==> src/rtl/module_scheduler_if.sv <==
// Handshake bundle between the game FSM / puzzle modules and the module scheduler.
// Every signal is a single-cycle pulse or a level. There is no backpressure.
interface module_scheduler_if #(
    parameter int NUM_MODULES = 4
);
    logic                   begin_setup;
    logic                   begin_timer;
    logic [NUM_MODULES-1:0] module_enable;
    logic [NUM_MODULES-1:0] mod_solved;
    logic [NUM_MODULES-1:0] mod_strike;
    logic                   timer_expired;
    logic                   game_won;
    logic                   game_lost;
    logic [1:0]             strikes;
    logic [NUM_MODULES-1:0] solved_mask;
    logic                   strike_pulse;
    logic [2:0]             sched_state;

    modport master (
        output begin_setup, begin_timer, module_enable, mod_solved, mod_strike, timer_expired,
        input  game_won, game_lost, strikes, solved_mask, strike_pulse, sched_state
    );

    modport slave (
        input  begin_setup, begin_timer, module_enable, mod_solved, mod_strike, timer_expired,
        output game_won, game_lost, strikes, solved_mask, strike_pulse, sched_state
    );
endinterface

==> src/rtl/module_scheduler.sv <==
// Bomb round scheduler: it tracks solves and strikes across modules and decides WON or LOST. Every result is registered one edge after its inputs.
// There is no backpressure. Pulses that arrive outside ARMED, or that come from disabled or already-solved modules, are dropped.
module module_scheduler #(
    parameter int NUM_MODULES = 4,
    parameter int MAX_STRIKES = 3
) (
    input logic               clock,
    input logic               reset_n,
    module_scheduler_if.slave bus
);
    localparam int CW = $clog2(NUM_MODULES + 1) + 2;

    typedef enum logic [2:0] {
        S_IDLE  = 3'b000,
        S_SETUP = 3'b001,
        S_ARMED = 3'b100,
        S_WON   = 3'b010,
        S_LOST  = 3'b011
    } state_t;

    state_t                 r_state, w_state_nxt;
    logic [NUM_MODULES-1:0] r_enable, w_enable_nxt;
    logic [NUM_MODULES-1:0] r_solved, w_solved_nxt;
    logic [1:0]             r_strikes, w_strikes_nxt;
    logic                   r_strike_pulse, w_strike_pulse_nxt;

    logic [NUM_MODULES-1:0] w_live, w_acc_solve, w_acc_strike, w_solved_after;
    logic [CW-1:0]          w_strike_cnt, w_strike_sum;
    logic                   w_lose, w_win;

    // Only modules that are enabled and still unsolved can contribute events.
    always_comb begin
        w_live         = r_enable & ~r_solved;
        w_acc_solve    = bus.mod_solved & w_live;
        w_acc_strike   = bus.mod_strike & w_live;
        w_strike_cnt   = '0;
        for (int i = 0; i < NUM_MODULES; i++) begin
            w_strike_cnt = w_strike_cnt + CW'(w_acc_strike[i]);
        end
        w_strike_sum   = CW'(r_strikes) + w_strike_cnt;
        w_solved_after = r_solved | w_acc_solve;
        w_lose         = bus.timer_expired || (w_strike_sum >= CW'(MAX_STRIKES));
        w_win          = ((w_solved_after & r_enable) == r_enable);
    end

    always_comb begin
        w_state_nxt        = r_state;
        w_enable_nxt       = r_enable;
        w_solved_nxt       = r_solved;
        w_strikes_nxt      = r_strikes;
        w_strike_pulse_nxt = 1'b0;
        case (r_state)
            S_IDLE, S_WON, S_LOST: begin
                if (bus.begin_setup) begin
                    w_state_nxt   = S_SETUP;
                    w_enable_nxt  = bus.module_enable;
                    w_solved_nxt  = '0;
                    w_strikes_nxt = '0;
                end
            end
            S_SETUP: begin
                if (bus.begin_timer) begin
                    w_state_nxt = S_ARMED;
                end
            end
            S_ARMED: begin
                w_solved_nxt       = w_solved_after;
                w_strike_pulse_nxt = |w_acc_strike;
                w_strikes_nxt      = (w_strike_sum >= CW'(MAX_STRIKES)) ? 2'(MAX_STRIKES)
                                                                        : w_strike_sum[1:0];
                // A loss outranks a simultaneous win.
                if (w_lose) begin
                    w_state_nxt = S_LOST;
                end else if (w_win) begin
                    w_state_nxt = S_WON;
                end
            end
            default: w_state_nxt = S_IDLE;
        endcase
    end

    always_ff @(posedge clock) begin
        if (!reset_n) begin
            r_state        <= S_IDLE;
            r_enable       <= '0;
            r_solved       <= '0;
            r_strikes      <= '0;
            r_strike_pulse <= 1'b0;
        end else begin
            r_state        <= w_state_nxt;
            r_enable       <= w_enable_nxt;
            r_solved       <= w_solved_nxt;
            r_strikes      <= w_strikes_nxt;
            r_strike_pulse <= w_strike_pulse_nxt;
        end
    end

    assign bus.game_won     = (r_state == S_WON);
    assign bus.game_lost    = (r_state == S_LOST);
    assign bus.strikes      = r_strikes;
    assign bus.solved_mask  = r_solved;
    assign bus.strike_pulse = r_strike_pulse;
    assign bus.sched_state  = r_state;
endmodule

==> src/flat_wrapper.sv <==
// flat-port wrapper written by rule: the top's interface ports become plain ports
module module_scheduler_flat 
#(
    parameter int NUM_MODULES = 4,
    parameter int MAX_STRIKES = 3
)
  (clock, reset_n, bus_begin_setup, bus_begin_timer, bus_module_enable, bus_mod_solved, bus_mod_strike, bus_timer_expired, bus_game_won, bus_game_lost, bus_strikes, bus_solved_mask, bus_strike_pulse, bus_sched_state);
  module_scheduler_if #(.NUM_MODULES(NUM_MODULES)) bus_i ();
  input logic clock;
  input logic reset_n;
  input wire logic [$bits(bus_i.begin_setup)-1:0] bus_begin_setup;
  input wire logic [$bits(bus_i.begin_timer)-1:0] bus_begin_timer;
  input wire logic [$bits(bus_i.module_enable)-1:0] bus_module_enable;
  input wire logic [$bits(bus_i.mod_solved)-1:0] bus_mod_solved;
  input wire logic [$bits(bus_i.mod_strike)-1:0] bus_mod_strike;
  input wire logic [$bits(bus_i.timer_expired)-1:0] bus_timer_expired;
  output wire logic [$bits(bus_i.game_won)-1:0] bus_game_won;
  output wire logic [$bits(bus_i.game_lost)-1:0] bus_game_lost;
  output wire logic [$bits(bus_i.strikes)-1:0] bus_strikes;
  output wire logic [$bits(bus_i.solved_mask)-1:0] bus_solved_mask;
  output wire logic [$bits(bus_i.strike_pulse)-1:0] bus_strike_pulse;
  output wire logic [$bits(bus_i.sched_state)-1:0] bus_sched_state;
  assign bus_i.begin_setup = bus_begin_setup;
  assign bus_i.begin_timer = bus_begin_timer;
  assign bus_i.module_enable = bus_module_enable;
  assign bus_i.mod_solved = bus_mod_solved;
  assign bus_i.mod_strike = bus_mod_strike;
  assign bus_i.timer_expired = bus_timer_expired;
  assign bus_game_won = bus_i.game_won;
  assign bus_game_lost = bus_i.game_lost;
  assign bus_strikes = bus_i.strikes;
  assign bus_solved_mask = bus_i.solved_mask;
  assign bus_strike_pulse = bus_i.strike_pulse;
  assign bus_sched_state = bus_i.sched_state;
  module_scheduler #(.NUM_MODULES(NUM_MODULES), .MAX_STRIKES(MAX_STRIKES)) u_core (.clock(clock), .reset_n(reset_n), .bus(bus_i));
endmodule
==> config.mk <==
export PLATFORM = sky130hd
export DESIGN_NAME = module_scheduler_flat
export DESIGN_NICKNAME = d
export VERILOG_FILES = /design/src/rtl/module_scheduler_if.sv /design/src/rtl/module_scheduler.sv /design/src/flat_wrapper.sv
export SDC_FILE = /design/constraint.sdc
export NUM_CORES = 1
export LEC_CHECK = 0
export ABC_CLOCK_PERIOD_IN_PS = 4100
export CAP_MARGIN = 30
export CORE_MARGIN = 1.5
export CORE_UTILIZATION = 43
export DETAILED_ROUTE_END_ITERATION = 8
export GPL_TIMING_DRIVEN = 0
export PLACE_DENSITY = 0.75
export SKIP_LAST_GASP = 1
export SLEW_MARGIN = 15
export SYNTH_ARGS = -nofsm -noshare
export SYNTH_HDL_FRONTEND = slang
export SYNTH_SLANG_ARGS = --single-unit
==> constraint.sdc <==
create_clock -name clock -period 4.1 [get_ports clock]
set_input_delay 0.41 -clock clock [delete_from_list [all_inputs] [get_ports clock]]
set_output_delay 0.41 -clock clock [all_outputs]
set_load 0.005 [all_outputs]
==> run_results.csv <==
group,metric,value,unit
clock_network,root_buffer,"clkbuf_4",
die,die_area,0.00215,mm²
setup_path,worst-endpoint-required,4320,ps
yosys,synthMuxAreaShare,0.0494,
die,ios,29,
die,dieHeight,46.4,µm
clock_network,cts_setup_buffers,0,
clock_network,cts_num_sinks,14,
yosys,synthArstFlopShare,0,
die,chipWidth,46.4,µm
clock_network,clk_latency,280,ps
cells_and_area,diodes,0,
yosys,synth-adder-area-share,0.127,
global_routing,grt_pass1_vias,674,
hold_path,min-delay-path-class,"reg -> reg",
yosys,synth_edf_count,0,
routing,num_vias,734,
clock_network,clk_pin_slew_worst_paths,80,ps
yosys,ys_types,27,
clock_network,cts_tree,"done",
yosys,yosys_warnings,0,
place,placedCellCount,140,
clock_network,cts_hold_buffers,0,
setup_path,start_kind,"input pin",
routing,wl_per_cell,12.8,µm
yosys,synth_area,811,µm²
sta,drv_slew,0,
global_routing,grt_overflow_total,0,
yosys,synth_top_family_by_area,"simple AND/OR/NAND/NOR gates",
yosys,syn-num-nets,111,
place,finalWeightedCongestion,0.808,
sta,fin_crit,3170,ps
setup_path,path_cells,"clkdlybuf4s50_1, and3b_1, ha_1, inv_1, fa_1, inv_1, ha_1, fa_1, and3b_1, o211a_1, a221o_1, a21boi_2",
routing,drcViolationCount,0,
sta,fin_crit_sh,0.772,
run,cap_violations,0,
routing,firstDrtPassIters,4,
yosys,synthTopCellsByArea,"dfxtp_1 35%, ha_1 7.7%, fa_1 4.9%",
setup_path,crit_path_max_fanout,3,
sta,tightest_slew,491,ps
sta,tns,0,ps
setup_path,cpPeakStageDelay,500,ps
setup_path,critPathSlowestCell,"fa_1",
sta,hold_violations,0,
pwr,ir_worst_vdd,0.212,mV
cells_and_area,nets,144,
clock_network,cts_buffers,3,
yosys,ys_seq_area_frac,0.346,
routing,wirelength,1830,µm
yosys,synthCells,87,
place,dpl.hpwl,1430,µm
routing,drt_iter0_markers,9,
clock_network,clock_path_buffers,2,
place,place_ws,647,ps
yosys,yosys.area_share.xor_xnor,0,
sta,rsz0062_at_grt,"false",
setup_path,crit_arrival,3380,ps
sta,slew_headroom,0.673,
yosys,yosys.area.top_type,"dfxtp_1",
yosys,ys_ff_latch,14,
cells_and_area,fin_cells,143,
sta,clock_skew,5.26,ps
yosys,synth-simple-area-share,0.258,
setup_path,crit_type,"in -> reg",
sta,setup_viol,0,
yosys,synth.top_cell.area_share,0.346,
cells_and_area,syn2layout_area_growth,41.2,%
global_routing,antenna_found_initial,0,
global_routing,grtUsageTotal,0.195,
yosys,syn_avg_cell_area,9.32,µm²
pwr,power.density,246,mW/mm²
yosys,ys.flop_type,"dfxtp_1",
routing,ant_nets,0,
global_routing,grt_max_degree,11,
clock_network,htree_levels,1,
clock_network,cts_resized,0,
pwr,cellLeakagePower,0.465,nW
die,start_util,0.465,
die,rows,15,
global_routing,grt_pass1_wl,2860,µm
outcome,outcome,"finished clean",
routing,avgViaCountPerCell,5.13,
cells_and_area,drive_gt1_frac,0.0932,
die,core,0.00175,mm²
sta,finalWorstSetupSlack,934,ps
setup_path,worst_setup_path_end_kind,"flop",
place,io_buffer_count,28,
sta,max_clock_freq,316,MHz
yosys,synth_compound_area_frac,0.170,
-- registers in the layout, indices dropped and copies added, names as in the netlist --
signal and count:
u_core.bus.strikes 2, u_core.bus.sched_state 3, u_core.r_enable 4, u_core.bus.solved_mask 4, u_core.bus.strike_pulse 1
-- cells in the final DEF (no fill, tap or decap), types with 3 or more instances in the layout --
cell type	n
a31oi_1	4
clkbuf_4	3
and3b_1	3
nor3b_1	5
ha_1	5
mux2i_1	4
clkdlybuf4s50_1	28
a21oi_1	3
nand2b_1	4
nor2b_1	6
nor2_1	9
dfxtp_1	14
inv_1	9
-- layer usage --
metal,track usage,part of all wire,up-vias
met5,0,0,-
met3,0.0706,0.045,2
met4,0.0514,0.0066,0
met1,0.216,0.46,341
met2,0.347,0.49,21
li1,-,-,370
-- synth_stat cells, types with 3 or more instances --
cell      number
a21oi_1        3
a31oi_1        4
and3b_1        3
dfxtp_1       14
ha_1           5
inv_1          9
mux2i_1        4
nand2b_1       4
nor2_1         9
nor2b_1        6
nor3b_1        5
-- worst paths after layout --
kind / cells after the start / start / slack (ps) / to
max: 12 / bus_mod_strike[0] / 930 / u_core.bus.sched_state[0]$_SDFFE_PN0P_
min: 2 / u_core.bus.solved_mask[0]$_SDFFE_PN0P_ / 520 / u_core.bus.solved_mask[0]$_SDFFE_PN0P_
max reg2reg: 11 / u_core.bus.solved_mask[0]$_SDFFE_PN0P_ / 1060 / u_core.bus.sched_state[0]$_SDFFE_PN0P_
min reg2reg: 2 / u_core.bus.solved_mask[0]$_SDFFE_PN0P_ / 520 / u_core.bus.solved_mask[0]$_SDFFE_PN0P_
-- cell families (layout without fill, tap and decap cells) --
| group | count (synthesis) | after routing |
|---|---|---|
| multiplexers | 4 | 4 |
| buffers and inverters | 10 | 41 |
| AND/OR/NAND/NOR | 34 | 34 |
| adder cells (fa/ha/maj) | 7 | 7 |
| AO/OA/AOI/OAI | 18 | 18 |
| flip-flops | 14 | 14 |
-- cell type report --
cell class | instances | area, µm²
Buffer | 1 | 7.51
Clock buffer | 3 | 22.5
Fill cell | 171 | 601
Inverter | 9 | 33.8
Multi-Input combinational cell | 63 | 489
Sequential cell | 14 | 280
Tap cell | 25 | 31.3
Timing Repair Buffer | 28 | 280
-- worst max-delay path: cells and delay by family --
kind / cells / cell delay [ps]
buffers and inverters: 3 / 480
adders and majority gates: 4 / 1460
and+or+nand+nor: 2 / 390
AOI/OAI and AO/OA: 3 / 650
-- per-stage QoR --
| step | utilization | area, µm² | hold WS, ps | power, mW |
|---|---|---|---|---|
| finish | 0.656 | 1140 | 518 | 0.282 |
| global route | 0.656 | 1140 | 573 | 0.297 |
| CTS | 0.656 | 1140 | 525 | 0.287 |
| detailed placement | 0.643 | 1120 | 508 | 0.210 |
| global placement | 0.643 | 1120 | 492 | 0.209 |
| floorplan | - | 811 | 496 | 0.180 |
-- where the power goes --
part | switching [mW] | leakage (nW) | internal, mW
Combinational | 0.0242 | 0.337 | 0.0352
Sequential | 0.00570 | 0.114 | 0.141
Clock | 0.0414 | 0.0138 | 0.0341
No activity file was read; power rests on OpenSTA's default activity.
